$ cat src/rtl/psum_adder_core_if.sv
`default_nettype none
// ============================================================================
// Module   : psum_adder_core_if
// Purpose  : Handshake bundle between the psum depacketizer, the three-way
//            psum reduction core and the output packetizer.
// Revision : 1.0 - initial release
// ============================================================================
interface psum_adder_core_if #(
  parameter int DWIDTH = 8
);
  logic [DWIDTH-1:0] in0_data;
  logic [DWIDTH-1:0] in1_data;
  logic [DWIDTH-1:0] in2_data;
  logic              in0_valid;
  logic              in1_valid;
  logic              in2_valid;
  logic              in0_ready;
  logic              in1_ready;
  logic              in2_ready;
  logic [DWIDTH-1:0] out_data;
  logic              out_valid;
  logic              out_ready;
  logic [2:0]        q_full;
  logic [2:0]        q_empty;

  modport master (
    output in0_data, in1_data, in2_data,
    output in0_valid, in1_valid, in2_valid,
    output out_ready,
    input  in0_ready, in1_ready, in2_ready,
    input  out_data, out_valid, q_full, q_empty
  );

  modport slave (
    input  in0_data, in1_data, in2_data,
    input  in0_valid, in1_valid, in2_valid,
    input  out_ready,
    output in0_ready, in1_ready, in2_ready,
    output out_data, out_valid, q_full, q_empty
  );
endinterface
`default_nettype wire

$ cat src/rtl/psum_adder_core.sv
`default_nettype none
// ============================================================================
// Module   : psum_adder_core
// Purpose  : Buffers psums from three PEs and emits one saturated sum of
//            NACC three-way reductions per output word.
// Revision : 1.0 - initial release
// ============================================================================
module psum_adder_core #(
  parameter int DWIDTH = 8,
  parameter int DEPTH  = 4,
  parameter int NACC   = 1
) (
  input  logic             clk,
  input  logic             reset,
  psum_adder_core_if.slave bus
);

  localparam int              AW       = (DEPTH > 1) ? $clog2(DEPTH) : 1;
  localparam int              SW       = DWIDTH + 10;
  localparam logic [SW-1:0]   SAT_MAX  = {{10{1'b0}}, {DWIDTH{1'b1}}};
  localparam logic [7:0]      LAST_RND = 8'(NACC - 1);
  localparam logic [AW:0]     CNT_FULL = (AW + 1)'(DEPTH);

  typedef enum logic [0:0] {
    ST_ACCUM = 1'b0,
    ST_EMIT  = 1'b1
  } state_t;

  logic [2:0][DWIDTH-1:0] in_data;
  logic [2:0][DWIDTH-1:0] head;
  logic [2:0]             in_valid;
  logic [2:0]             in_ready;
  logic [2:0]             push;
  logic [2:0]             q_full;
  logic [2:0]             q_empty;
  logic                   pop_all;

  assign in_data  = {bus.in2_data, bus.in1_data, bus.in0_data};
  assign in_valid = {bus.in2_valid, bus.in1_valid, bus.in0_valid};

  assign bus.in0_ready = in_ready[0];
  assign bus.in1_ready = in_ready[1];
  assign bus.in2_ready = in_ready[2];
  assign bus.q_full    = q_full;
  assign bus.q_empty   = q_empty;

  generate
    for (genvar g = 0; g < 3; g++) begin : g_queue
      logic [DWIDTH-1:0] mem_q [DEPTH];
      logic [AW-1:0]     wr_ptr_q, wr_ptr_d;
      logic [AW-1:0]     rd_ptr_q, rd_ptr_d;
      logic [AW:0]       count_q, count_d;

      assign q_full[g]   = (count_q == CNT_FULL);
      assign q_empty[g]  = (count_q == '0);
      assign in_ready[g] = ~reset & ~q_full[g];
      assign push[g]     = in_valid[g] & in_ready[g];
      // Head is read from storage only, so a word becomes poppable one cycle after its push.
      assign head[g]     = mem_q[rd_ptr_q];

      always_comb begin
        wr_ptr_d = wr_ptr_q;
        rd_ptr_d = rd_ptr_q;
        count_d  = count_q;
        if (push[g]) wr_ptr_d = wr_ptr_q + 1'b1;
        if (pop_all) rd_ptr_d = rd_ptr_q + 1'b1;
        case ({push[g], pop_all})
          2'b10:   count_d = count_q + 1'b1;
          2'b01:   count_d = count_q - 1'b1;
          default: count_d = count_q;
        endcase
      end

      always_ff @(posedge clk) begin
        if (reset) begin
          wr_ptr_q <= '0;
          rd_ptr_q <= '0;
          count_q  <= '0;
        end else begin
          wr_ptr_q <= wr_ptr_d;
          rd_ptr_q <= rd_ptr_d;
          count_q  <= count_d;
        end
      end

      always_ff @(posedge clk) begin
        if (push[g]) mem_q[wr_ptr_q] <= in_data[g];
      end
    end
  endgenerate

  state_t            state_q, state_d;
  logic [DWIDTH-1:0] acc_q, acc_d;
  logic [DWIDTH-1:0] out_data_q, out_data_d;
  logic [7:0]        rnd_q, rnd_d;
  logic              out_valid_q, out_valid_d;
  logic [SW-1:0]     sum;
  logic [DWIDTH-1:0] acc_next;

  assign pop_all = (state_q == ST_ACCUM) & (&(~q_empty));

  always_comb begin
    sum         = SW'(head[0]) + SW'(head[1]) + SW'(head[2]) + SW'(acc_q);
    acc_next    = (sum > SAT_MAX) ? {DWIDTH{1'b1}} : sum[DWIDTH-1:0];
    state_d     = state_q;
    acc_d       = acc_q;
    rnd_d       = rnd_q;
    out_data_d  = out_data_q;
    out_valid_d = out_valid_q;
    case (state_q)
      ST_ACCUM: begin
        if (pop_all) begin
          if (rnd_q == LAST_RND) begin
            out_data_d  = acc_next;
            out_valid_d = 1'b1;
            acc_d       = '0;
            rnd_d       = '0;
            state_d     = ST_EMIT;
          end else begin
            acc_d = acc_next;
            rnd_d = rnd_q + 8'd1;
          end
        end
      end
      ST_EMIT: begin
        if (out_valid_q & bus.out_ready) begin
          out_valid_d = 1'b0;
          state_d     = ST_ACCUM;
        end
      end
      default: state_d = ST_ACCUM;
    endcase
  end

  always_ff @(posedge clk) begin
    if (reset) begin
      state_q     <= ST_ACCUM;
      acc_q       <= '0;
      rnd_q       <= '0;
      out_data_q  <= '0;
      out_valid_q <= 1'b0;
    end else begin
      state_q     <= state_d;
      acc_q       <= acc_d;
      rnd_q       <= rnd_d;
      out_data_q  <= out_data_d;
      out_valid_q <= out_valid_d;
    end
  end

  assign bus.out_data  = out_data_q;
  assign bus.out_valid = out_valid_q;

endmodule
`default_nettype wire
$ cat src/flat_wrapper.sv
// flat-port wrapper written by rule: the top's interface ports become plain ports
module psum_adder_core_flat 
#(
  parameter int DWIDTH = 8,
  parameter int DEPTH  = 4,
  parameter int NACC   = 1
)
  (clk, reset, bus_in0_data, bus_in1_data, bus_in2_data, bus_in0_valid, bus_in1_valid, bus_in2_valid, bus_out_ready, bus_in0_ready, bus_in1_ready, bus_in2_ready, bus_out_data, bus_out_valid, bus_q_full, bus_q_empty);
  psum_adder_core_if #(.DWIDTH(DWIDTH)) bus_i ();
  input  logic clk;
  input  logic reset;
  input wire logic [$bits(bus_i.in0_data)-1:0] bus_in0_data;
  input wire logic [$bits(bus_i.in1_data)-1:0] bus_in1_data;
  input wire logic [$bits(bus_i.in2_data)-1:0] bus_in2_data;
  input wire logic [$bits(bus_i.in0_valid)-1:0] bus_in0_valid;
  input wire logic [$bits(bus_i.in1_valid)-1:0] bus_in1_valid;
  input wire logic [$bits(bus_i.in2_valid)-1:0] bus_in2_valid;
  input wire logic [$bits(bus_i.out_ready)-1:0] bus_out_ready;
  output wire logic [$bits(bus_i.in0_ready)-1:0] bus_in0_ready;
  output wire logic [$bits(bus_i.in1_ready)-1:0] bus_in1_ready;
  output wire logic [$bits(bus_i.in2_ready)-1:0] bus_in2_ready;
  output wire logic [$bits(bus_i.out_data)-1:0] bus_out_data;
  output wire logic [$bits(bus_i.out_valid)-1:0] bus_out_valid;
  output wire logic [$bits(bus_i.q_full)-1:0] bus_q_full;
  output wire logic [$bits(bus_i.q_empty)-1:0] bus_q_empty;
  assign bus_i.in0_data = bus_in0_data;
  assign bus_i.in1_data = bus_in1_data;
  assign bus_i.in2_data = bus_in2_data;
  assign bus_i.in0_valid = bus_in0_valid;
  assign bus_i.in1_valid = bus_in1_valid;
  assign bus_i.in2_valid = bus_in2_valid;
  assign bus_i.out_ready = bus_out_ready;
  assign bus_in0_ready = bus_i.in0_ready;
  assign bus_in1_ready = bus_i.in1_ready;
  assign bus_in2_ready = bus_i.in2_ready;
  assign bus_out_data = bus_i.out_data;
  assign bus_out_valid = bus_i.out_valid;
  assign bus_q_full = bus_i.q_full;
  assign bus_q_empty = bus_i.q_empty;
  psum_adder_core #(.DWIDTH(DWIDTH), .DEPTH(DEPTH), .NACC(NACC)) u_core (.clk(clk), .reset(reset), .bus(bus_i));
endmodule
$ cat config.mk
export PLATFORM = sky130hd
export DESIGN_NAME = psum_adder_core_flat
export DESIGN_NICKNAME = d
export VERILOG_FILES = /design/src/rtl/psum_adder_core_if.sv /design/src/rtl/psum_adder_core.sv /design/src/flat_wrapper.sv
export SDC_FILE = /design/constraint.sdc
export NUM_CORES = 1
export LEC_CHECK = 0
export ABC_AREA = 1
export BUFFER_PORTS_ARGS = -buffer_cell sky130_fd_sc_hd__buf_2
export CAP_MARGIN = 20
export CORE_UTILIZATION = 35
export CTS_CLUSTER_DIAMETER = 100
export DETAILED_ROUTE_END_ITERATION = 8
export REMOVE_ABC_BUFFERS = 1
export SYNTH_ARGS = -nofsm -noshare
export SYNTH_HDL_FRONTEND = slang
export SYNTH_SLANG_ARGS = --single-unit
$ cat constraint.sdc
create_clock -name clk -period 5.3 [get_ports clk]
set_input_delay 0.265 -clock clk [delete_from_list [all_inputs] [get_ports clk]]
set_output_delay 0.265 -clock clk [all_outputs]
set_load 0.05 [all_outputs]
* After elaboration in Yosys (flattened, before gate mapping)
Memory sizes are Yosys's and may differ from the RTL's. A register that Yosys moved wholly into a read port is not among the register bits.
Cells that the tools add are included.
** Operators by class
- Reductions and logical operators :: 11
- Mux-type cells :: 26
- $add $sub $neg :: 16
- Bitwise gates (word level) :: 14
- Equality and inequality tests :: 12
- $lt $le $gt $ge :: 1
** Operators with widths (number)
- 18-bit by 8-bit adder with 18-bit output :: 2
- 8-bit two-way mux :: 3
- 18-bit by 8-bit greater-than comparator with 1-bit output (second input constant) :: 1
- 3-bit case mux with 2 select lines :: 3
- 2-bit by 1-bit adder with 2-bit output (second input constant) :: 6
- 1-bit two-way mux :: 12
- 2-bit two-way mux :: 6
- 3-bit by 1-bit adder with 3-bit output (second input constant) :: 3
- 8-bit by 8-bit adder with 9-bit output :: 1
- 3-bit == test (second input constant) :: 3
- 3-bit logical NOT :: 3
- 3-bit AND reduction :: 3
- 3-bit by 1-bit subtractor with 3-bit output (second input constant) :: 3
- 8-bit by 1-bit adder with 8-bit output (second input constant) :: 1
- 1-bit bitwise AND :: 8
- 8-bit logical NOT :: 1
- 2-bit by 1-bit == test with 1-bit output (second input constant) :: 3
- 2-bit == test (second input constant) :: 3
- 2-bit nonzero test :: 3
- 1-bit inverter :: 5
- 2-bit != test (second input constant) :: 2
- 1-bit case mux with 2 select lines :: 2
- 3-bit inverter :: 1
- 2-bit by 1-bit != test with 1-bit output (second input constant) :: 1
- 2-bit AND reduction :: 1
** Word-level totals
- Output and inout bits :: 18
- Memory bits (writable) :: 96
- Bits of input ports :: 30
- Memories :: 3
- Bits in registers :: 47
- Word-level logic and storage cells :: 97
** Memory list
- u_core.g_queue[0].mem_q :: words 4, width 8, rd ports 1, clocked after memory_dff 1, write ports 1, RTL line psum_adder_core.sv:49 : logic [DWIDTH-1:0] mem_q [DEPTH];
- u_core.g_queue[1].mem_q :: words 4, width 8, rd ports 1, clocked after memory_dff 1, write ports 1, RTL line psum_adder_core.sv:49
- u_core.g_queue[2].mem_q :: words 4, width 8, rd ports 1, clocked after memory_dff 1, write ports 1, RTL line psum_adder_core.sv:49

* Depth between registers and ports, before layout
Gate-level depths: netlist of run 1.
- Depth in word-level cells :: 6
- Mapped depth :: 25
- Depth with buffers taken out :: 23

* Worst setup path before layout of run 1
OpenSTA, ideal clock, no wires.
- Path type :: register to register
- Start point :: register (tool-made name)
- End point :: register u_core.acc_q[3]
- Stages on the path, launching flop included :: 23
- Arrival :: 3900 ps
- Path buffers :: 2
- Path slack :: 1268 ps
- Period minus slack after synthesis :: 4032 ps
- Library setup time :: 132 ps
- Data required time :: 5168 ps
- Path through :: dfxtp_1 > clkbuf_1 > inv_1 > clkbuf_1 > nor2_1 > o22ai_1 > ha_1 > inv_1 > fa_1 > o21ai_0 > nand2_1 > nand2_1 > a21oi_1 > xor2_1 > inv_1 > fa_1 > ha_1 > a21oi_1 > o21ai_0 > a21oi_2 > nand3_1 > nand2_1 > a21oi_1
** RTL lines
- end signal: assignment :: RTL line psum_adder_core.sv:138 : acc_q <= '0;
- end signal: assignment :: RTL line psum_adder_core.sv:144 : acc_q <= acc_d;
- end: declaration :: RTL line psum_adder_core.sv:93 : logic [DWIDTH-1:0] acc_q, acc_d;

==> reports/metrics.cfg, run 1 <==
[floorplanning]
floorplan.initialDensity = 0.363
core_um2 = 19000
die-area_um2 = 20300
ios = 48
die_h_um = 142
rows = 50
die_w_um = 142

[pwr]
ir_drop_v = 0.000237
power_density_nw_per_um2 = 376
power_mw = 3.01
p_leak_nw = 3.15

[routing]
ant_nets = 0
drt_pre_antenna_iters = 4
drc = 0
vias = 4709
wl_um = 13900
viasPerCell = 4.68
wl_per_cell_um = 13.8
met1_length_um = 6570
met3_wirelength_um = 633
routed.top_layer = met4
wl_met2_um = 6500
drt_iter0_markers = 310

[synth]
ys_seq_elements = 149
syn-cell-area_um2 = 6900
syn_inst = 686
yosys_warnings = 0
synth_seq_area_share = 0.571
ys_types = 32
synth.avg_cell_area_um2 = 10.1

[clocking]
cts.sinks = 149
cts-buffers-inserted = 17
cts-htree-levels = 4
clk_pin_slew_worst_paths_ns = 0.06
hold_buffers = 0
clk_path_buf_depth = 2
cts_root_buffer = clkbuf_16
cts_tree = built
insertion_delay_ns = 0.42
cts_setup_buffers = 0
cts_resized = 0

[timing]
clock-skew-final_ns = 0.00653
fin_crit_sh = 0.866
fin_setup_tns_ns = 0
drv_slew = 0
setup-violations-final = 0
hold_viol = 0
timing.fmax_mhz = 218
rsz0062_at_grt = no
max_slew.worst_pin.slew_ns = 0.848
layout_min_cycle_time_ns = 4.59
slew_headroom = 0.434

[placement]
routabilityCongestion = 0.865
io_buffer_count = 47
dpl.hpwl_um = 9720
dp.cells = 976

[worst_setup_path]
startpoint_type = register
crit_required_ns = 5.58
cp.arrival_ns = 4.87
r2r_cells = 20
r2r_end = u_core.acc_q[5]
crit_type = register to register
cp_max_fo = 17
critPathCaptureType = register
r2r_slack_ns = 0.71

[layout]
layout.nets = 811
drive_above_1_share = 0.112
area_growth_pct = 15.9
diodes = 0
final_cells = 1007
fillers = 1835

[worst_hold_path]
worstHoldPathType = primary input to register
hold-path-cell-count = 1
worstHoldEndpoint = u_core.g_queue[0].mem_q[3][3]
holdCritStartpoint = bus_in0_data[3]

[global_routing]
grt_pass1_wl_um = 22100
grt_use_total = 0.146
grt_pass1_vias = 4415
grt_overflow = 0
grt_max_degree = 27
antenna_found_initial = 0

[job]
cap_violations = 0

[run_status]
status = finished clean

[logic make-up (layout without fill, tap and decap cells)]
group           Yosys count  count (layout)  synth area share
simple gates            228             228             0.140
xor+xnor                 14              14            0.0178
flops                   149             149             0.571
fa+ha+maj                46              46            0.0975
buf+inv                 116             177            0.0649
compound gates          133             133             0.108
[worst max-delay path by stage]
stage	slack [ns]	end	cells after the start
global route	0.28	u_core.acc_q[7]	20
floorplan	1.42	u_core.acc_q[3]	20
finish	0.71	u_core.acc_q[5]	20
detailed placement	0.72	u_core.acc_q[6]	20
CTS	0.71	u_core.acc_q[5]	19
global placement	0.84	u_core.acc_q[7]	19
[Yosys cell counts, drive strengths merged]
master,instances,share of area
dfxtp,53,0.15
xnor2,8,0.010
nand2,110,0.061
a32o,7,0.010
nor2,73,0.042
nor3,8,0.0065
and3,1,0.00091
inv,99,0.054
nand4,6,0.0076
fa,13,0.038
a211oi,1,0.0018
o22ai,15,0.014
o21ai,52,0.038
nand3,29,0.022
o211ai,2,0.0022
a32oi,2,0.0025
a21oi,53,0.039
clkbuf,14,0.0076
buf,3,0.0031
edfxtp,96,0.42
ha,33,0.060
xor2,6,0.0076
nor4,1,0.00091
o21a,1,0.0011
[metal layers]
metal / vias to the layer above / track usage
li1: 2405 / -
met2: 91 / 0.237
met5: - / 0
met3: 15 / 0.0427
met1: 2198 / 0.184
met4: 0 / 0.0549
[stage by stage]
step / worst slack (ns) / instance area (µm²) / util / hold WS, ns
final: 0.712 / 8000 / 0.421 / 0.0509
after global routing: 0.277 / 8000 / 0.421 / 0.0300
after CTS: 0.709 / 8000 / 0.421 / 0.0365
after detailed placement: 0.718 / 7390 / 0.389 / 0.433
after global placement: 0.836 / 7390 / 0.389 / 0.432
after floorplan: 1.42 / 6830 / - / 0.334
[layout by cell type, fill, tap and decap left out]
master / instances
bufinv_16: 4
inv_1: 98
o211ai_1: 2
clkinv_4: 1
nand3_1: 28
o21a_1: 1
nand4_1: 5
clkinv_2: 1
a211oi_2: 1
ha_1: 33
nand2_4: 1
nor2_1: 71
nor3_2: 1
clkinvlp_4: 3
xor2_1: 6
edfxtp_1: 96
nor2_4: 2
clkbuf_1: 1
a21oi_2: 1
nor4_1: 1
clkinv_1: 2
inv_4: 1
nor3_1: 7
nand2_1: 109
nand3_2: 1
nand4_4: 1
buf_2: 47
o21ai_0: 52
dfxtp_1: 53
xnor2_1: 8
inv_6: 2
o22ai_1: 15
clkbuf_16: 17
fa_1: 13
and3_1: 1
a32o_1: 7
a21oi_1: 52
a32oi_1: 2
[power by group]
part / internal (mW) / switching [mW] / leakage, nW
combinational: 0.162 / 0.313 / 1.56
clock: 0.783 / 0.464 / 0.288
sequential: 1.27 / 0.0151 / 1.30
[registers in the layout, summed over array words and instances (netlist names), named ones only]
register                 cells
u_core.rnd_q                 8
u_core.bus.out_data          8
u_core.bus.out_valid         1
u_core.acc_q                 8
u_core.g_queue.count_q       9
u_core.g_queue.mem_q        96
u_core.g_queue.rd_ptr_q      6
u_core.g_queue.wr_ptr_q      6
u_core.state_q               1
[critical path, cell delays in order (launching register included)]
cell,delay [ns]
dfxtp_1,0.46
inv_1,0.40
o21ai_0,0.14
o22ai_1,0.16
ha_1,0.19
inv_1,0.06
fa_1,0.40
o21ai_0,0.38
nand2_1,0.09
nand2_1,0.07
a21oi_1,0.07
xor2_1,0.13
inv_1,0.07
fa_1,0.45
ha_1,0.36
a21oi_1,0.24
o21ai_0,0.13
a21oi_2,0.32
nand3_1,0.16
nand2_1,0.09
a21oi_1,0.06
[final cells by class]
type / instances / area (µm²) / share of cell area
clock inverter: 13 / 181 / 0.0227
clock buffer: 18 / 429 / 0.0536
sequential: 149 / 3940 / 0.493
inverter: 99 / 374 / 0.0468
timing repair buffer: 47 / 235 / 0.0294
tap: 260 / 325 / 0.0407
multi-input combinational: 421 / 2510 / 0.314
Note: power is estimated with default switching activity, not from simulation.
==> inputs of run 2 (changes only) <==
CTS_CLUSTER_DIAMETER = default   (was 100)
CTS_CLUSTER_SIZE = 30   (was default)
PLACE_DENSITY = 0.56   (was default)
==> reports/metrics.cfg, run 2 (synthesis gave the netlist of run 1 again) <==
[run_status]
status = finished clean

[routing]
ant_nets = 0
drt_iter0_markers = 206
wl_um = 14000
viasPerCell = 4.63
vias = 4662
drt_pre_antenna_iters = 4
wl_per_cell_um = 13.9
drc = 0

[worst_setup_path]
cp_max_fo = 17
crit_required_ns = 5.58
startpoint_type = register
crit_type = register to register
cp.arrival_ns = 4.97
critPathCaptureType = register

[clocking]
cts_resized = 0
clk_pin_slew_worst_paths_ns = 0.06
cts-buffers-inserted = 17
cts_tree = built
cts_root_buffer = clkbuf_16
cts.sinks = 149
clk_path_buf_depth = 2
cts_setup_buffers = 0
insertion_delay_ns = 0.42
hold_buffers = 0
cts-htree-levels = 4

[pwr]
p_sw_mw = 0.796
intPower_mw = 2.12
p_sw_frac = 0.273
p_seq_frac = 0.440
clkPwrFrac = 0.396
p_leak_nw = 3.12
power_density_nw_per_um2 = 366
ir_drop_v = 0.000239
comb_power_share = 0.164

[placement]
io_buffer_count = 47
pre_cts_slack_ns = 0.675
routabilityCongestion = 0.787
dpl.hpwl_um = 9860

[layout]
final_cell_mix = 109 x nand2_1, 98 x inv_1, 96 x edfxtp_1, 71 x nor2_1, 53 x dfxtp_1
final_common_cell = nand2_1
area_growth_pct = 15.2
layout.nets = 811
top_register = u_core.g_queue.mem_q
drive_above_1_share = 0.112
largest_register_ffs = 96
reg_top3 = u_core.g_queue.mem_q (96), u_core.g_queue.count_q (9)
diodes = 0
fillers = 1827
fin_util = 0.418

[job]
cap_violations = 0

[global_routing]
antenna_found_initial = 0
grt_max_degree = 27
grt_pass1_vias = 4536
grt_overflow = 0
grt_pass1_wl_um = 22700
grt_use_total = 0.150

[timing]
slew_headroom = 0.407
fin_crit_sh = 0.884
max_slew.worst_pin.slew_ns = 0.886
fin_setup_tns_ns = 0
rsz0062_at_grt = no
layout_min_cycle_time_ns = 4.69
setup-violations-final = 0
clock-skew-final_ns = 0.00834
layout_setup_ws_ns = 0.613
hold_viol = 0
hold_ws_ns = 0.0553
timing.fmax_mhz = 213
drv_slew = 0

[floorplanning]
die_w_um = 142
core_um2 = 19000
floorplan.initialDensity = 0.363
die-area_um2 = 20300
ios = 48
die_h_um = 142
rows = 50

[worst_hold_path]
worstHoldPathType = primary input to register
holdCritStartpoint = bus_in2_data[7]

==> run 2: cell types whose count changed in the layout (fill, tap and decap cells not counted), sizes merged <==
cell | before | now
clkinv | 4 | 6
inv | 101 | 100
clkinvlp | 3 | 5
bufinv | 4 | 2
==> run 2: worst max-delay path: stages (launching register included) <==
cell and delay (ns):
dfxtp_1 0.67, inv_1 0.38, o21ai_0 0.27, o22ai_1 0.14, ha_1 0.39, nand2_1 0.06
o21ai_0 0.38, nand2_1 0.09, nand2_1 0.07, a21oi_1 0.07, xor2_1 0.13, inv_1 0.07
fa_1 0.45, ha_1 0.36, a21oi_1 0.22, o21ai_0 0.13, a21oi_2 0.33, nand3_1 0.18
nand2_1 0.09, a21oi_1 0.06
==> run 2: through the flow <==
| step | area [µm²] | power [mW] | std cells |
|---|---|---|---|
| after floorplan | 6830 | 1.66 | 669 |
| after global placement | 7390 | 1.79 | 976 |
| after detailed placement | 7390 | 1.79 | 976 |
| after CTS | 7960 | 2.94 | 1008 |
| after global routing | 7960 | 3.06 | 1008 |
| final | 7960 | 2.91 | 1008 |
==> run 2: layout make-up <==
type | count | area [µm²] | area share
inverters | 99 | 374 | 0.0470
clock inverters | 14 | 136 | 0.0171
flip-flops and latches | 149 | 3940 | 0.496
clock buffers | 18 | 429 | 0.0539
well taps | 260 | 325 | 0.0409
repair buffers | 47 | 235 | 0.0296
multi-input cells | 421 | 2510 | 0.316
==> run 2: path summary, 6_finish.rpt <==
check | slack, ns | end | cells after the start
worst min register to register | 0.45 | u_core.g_queue[2].rd_ptr_q[1] | 1
worst max-delay path | 0.61 | u_core.acc_q[3] | 19
worst min-delay path | 0.06 | u_core.g_queue[2].mem_q[3][7] | 1
worst max register to register | 0.61 | u_core.acc_q[3] | 19
==> run 2: metal layers <==
| layer | GRT usage | wire length, µm |
|---|---|---|
| met5 | 0 | 0 |
| met4 | 0.0804 | 235 |
| met1 | 0.189 | 6640 |
| met2 | 0.240 | 6670 |
| met3 | 0.0336 | 477 |
==> run 2: power groups by stage <==
stage	Combinational, mW	Clock (mW)	Sequential, mW
2_1_floorplan	0.351	0	1.31
3_3_place_gp	0.480	0	1.31
3_5_place_dp	0.481	0	1.31
4_1_cts	0.484	1.18	1.28
5_1_grt	0.551	1.22	1.29
6_report	0.477	1.15	1.28
==> inputs of run 3 (changes only) <==
ABC_AREA = default   (was 1)
==> reports/metrics.cfg, run 3 <==
[timing]
clock-skew-final_ns = 0.0107
timing.fmax_mhz = 211
drv_slew = 0
setup-violations-final = 0
hold_ws_ns = 0.0603
layout_setup_ws_ns = 0.552
layout_min_cycle_time_ns = 4.75
rsz0062_at_grt = no
slew_headroom = 0.478
max_slew.worst_pin.slew_ns = 0.783
fin_crit_sh = 0.896
fin_setup_tns_ns = 0
hold_viol = 0

[floorplanning]
floorplan.initialDensity = 0.358
die_w_um = 141
die-area_um2 = 19800
die_h_um = 141
ios = 48
rows = 50
core_um2 = 18800

[worst_setup_path]
cp.arrival_ns = 5.06
path_depth = 15
crit_path_top_delay_cell = dfxtp_1
path_cells = mux4_2, ha_1, inv_1, fa_1, nor2b_1, o21ai_0, a21oi_1, o21ai_0, a21boi_0, fa_1, ha_1, a2111o_1, a31oi_2, a2bb2o_1, a22o_1
max_stage_delay_ns = 0.64
crit_type = register to register
critPathCaptureType = register
r2r_cells = 15
r2r_end = u_core.acc_q[4]
critPathTopFamily = compound AO/OA/AOI/OAI gates
startpoint_type = register
crit_buf_inv = 1
r2r_slack_ns = 0.55
cp_max_fo = 8
crit_required_ns = 5.61

[layout]
diodes = 0
design_area_um2 = 7830
fillers = 1744
area_growth_pct = 16.5
layout.nets = 623
final_common_cell = edfxtp_1
top_register = u_core.g_queue.mem_q
reg_top3 = u_core.g_queue.mem_q (96), u_core.g_queue.count_q (9)
final_cell_mix = 96 x edfxtp_1, 56 x inv_1, 53 x dfxtp_1, 47 x buf_2, 38 x nor2_1
drive_above_1_share = 0.204
largest_register_ffs = 96

[routing]
drt_pre_antenna_iters = 4
drc = 0
drt_iter0_markers = 212
vias = 3898
wl_per_cell_um = 16.0
ant_nets = 0
wl_um = 12700
viasPerCell = 4.91

[synth]
yosys_warnings = 0
synth-async-reset-ratio = 0
synth.avg_cell_area_um2 = 13.7
ys_seq_elements = 149
syn_inst = 490
ys.flop_type = edfxtp_1
synth_seq_area_share = 0.587
syn-cell-area_um2 = 6720
yosys-top-cells-count = 96 x edfxtp_1, 56 x inv_1, 53 x dfxtp_1, 38 x nor2_1, 33 x ha_1
synth_area_leaders = edfxtp_1 43%, dfxtp_1 16%, mux4_2 8.0%
synth-edff-count = 96
yosysMostFrequentCell = edfxtp_1
ys_types = 53
synth_top_area_cell = edfxtp_1
synth_top_area_frac = 0.429

[clocking]
cts_root_buffer = clkbuf_16
cts_setup_buffers = 0
cts_tree = built
cts-buffers-inserted = 17
clk_pin_slew_worst_paths_ns = 0.06
hold_buffers = 0
cts_resized = 0
clk_path_buf_depth = 2
insertion_delay_ns = 0.42
cts-htree-levels = 4
cts.sinks = 149

[global_routing]
use_met2 = 0.236
grt_use_total = 0.142
busiest_layer = met2
antenna_found_initial = 0
grt_max_degree = 37
grt_pass1_wl_um = 21200
grt_overflow = 0
use_met3 = 0.0349
grt_pass1_vias = 4141
grt_use_met1 = 0.176

[worst_hold_path]
worstHoldPathType = primary input to register
hold-path-cell-count = 1
holdCritStartpoint = bus_in0_data[4]
worstHoldEndpoint = u_core.g_queue[0].mem_q[0][4]

[job]
cap_violations = 0

[pwr]
ir_drop_v = 0.000232
p_leak_nw = 2.95
power_density_nw_per_um2 = 371
power_mw = 2.91

[placement]
dpl.hpwl_um = 9230
io_buffer_count = 47
place_area_um2 = 7220
routabilityCongestion = 0.840
pre_cts_slack_ns = 0.450

[run_status]
status = finished clean

==> run 3: changes by cell type after synthesis, moves of 16 or more <==
| cell | before | now |
|---|---|---|
| mux4_2 | 0 | 24 |
| nor2_1 | 71 | 38 |
| inv_1 | 98 | 56 |
| a22o_1 | 0 | 16 |
| a21oi_1 | 52 | 16 |
| o21ai_0 | 52 | 12 |
| nand3_1 | 28 | 5 |
| nand2_1 | 109 | 16 |
==> run 3: metrics by stage <==
| stage | util | std cells |
|---|---|---|
| final | 0.417 | 794 |
| after global routing | 0.417 | 794 |
| after CTS | 0.417 | 794 |
| after detailed placement | 0.384 | 762 |
| after global placement | 0.384 | 762 |
| after floorplan | - | 478 |
==> run 3: final cells by class <==
cell class	count	area (µm²)	share of cell area
clock inverters	13	181	0.0232
flip-flops and latches	149	3940	0.504
inverters	57	214	0.0273
well taps	234	293	0.0374
repair buffers	50	258	0.0329
multi-input cells	272	2510	0.320
clock buffers	19	433	0.0553
==> run 3: cells by family (layout without fill, tap and decap cells) <==
kind of cell	count (synthesis)	in the layout	share of synthesized area
muxes	24	24	0.0804
AOI/OAI and AO/OA	67	67	0.0706
buffers and inverters	69	139	0.0399
and+or+nand+nor	108	108	0.0868
adders and majority gates	46	46	0.100
DFF	149	149	0.587
xor gates and xnor gates	27	27	0.0352
==> run 3: metal layers <==
layer  share of wire  vias up
met1            0.46     1935
met4           0.013        0
li1                -     1891
met3           0.033       12
met5               0        -
met2            0.49       60
==> run 3: worst max path at each step <==
stage	startpoint	end	slack (ns)
2_1_floorplan	register	u_core.acc_q[4]	0.85
3_3_place_gp	register	u_core.acc_q[4]	0.57
3_5_place_dp	register	u_core.acc_q[4]	0.45
4_1_cts	register	u_core.acc_q[4]	0.46
5_1_grt	register	u_core.bus.out_data[4]	0.14
6_report	register	u_core.acc_q[4]	0.55
==> run 3: where the power goes <==
part           total, mW  switching [mW]  internal [mW]  leakage (nW)
logic              0.377           0.226          0.151          1.35
clock network       1.25           0.460          0.787         0.297
registers           1.28          0.0154           1.27          1.30
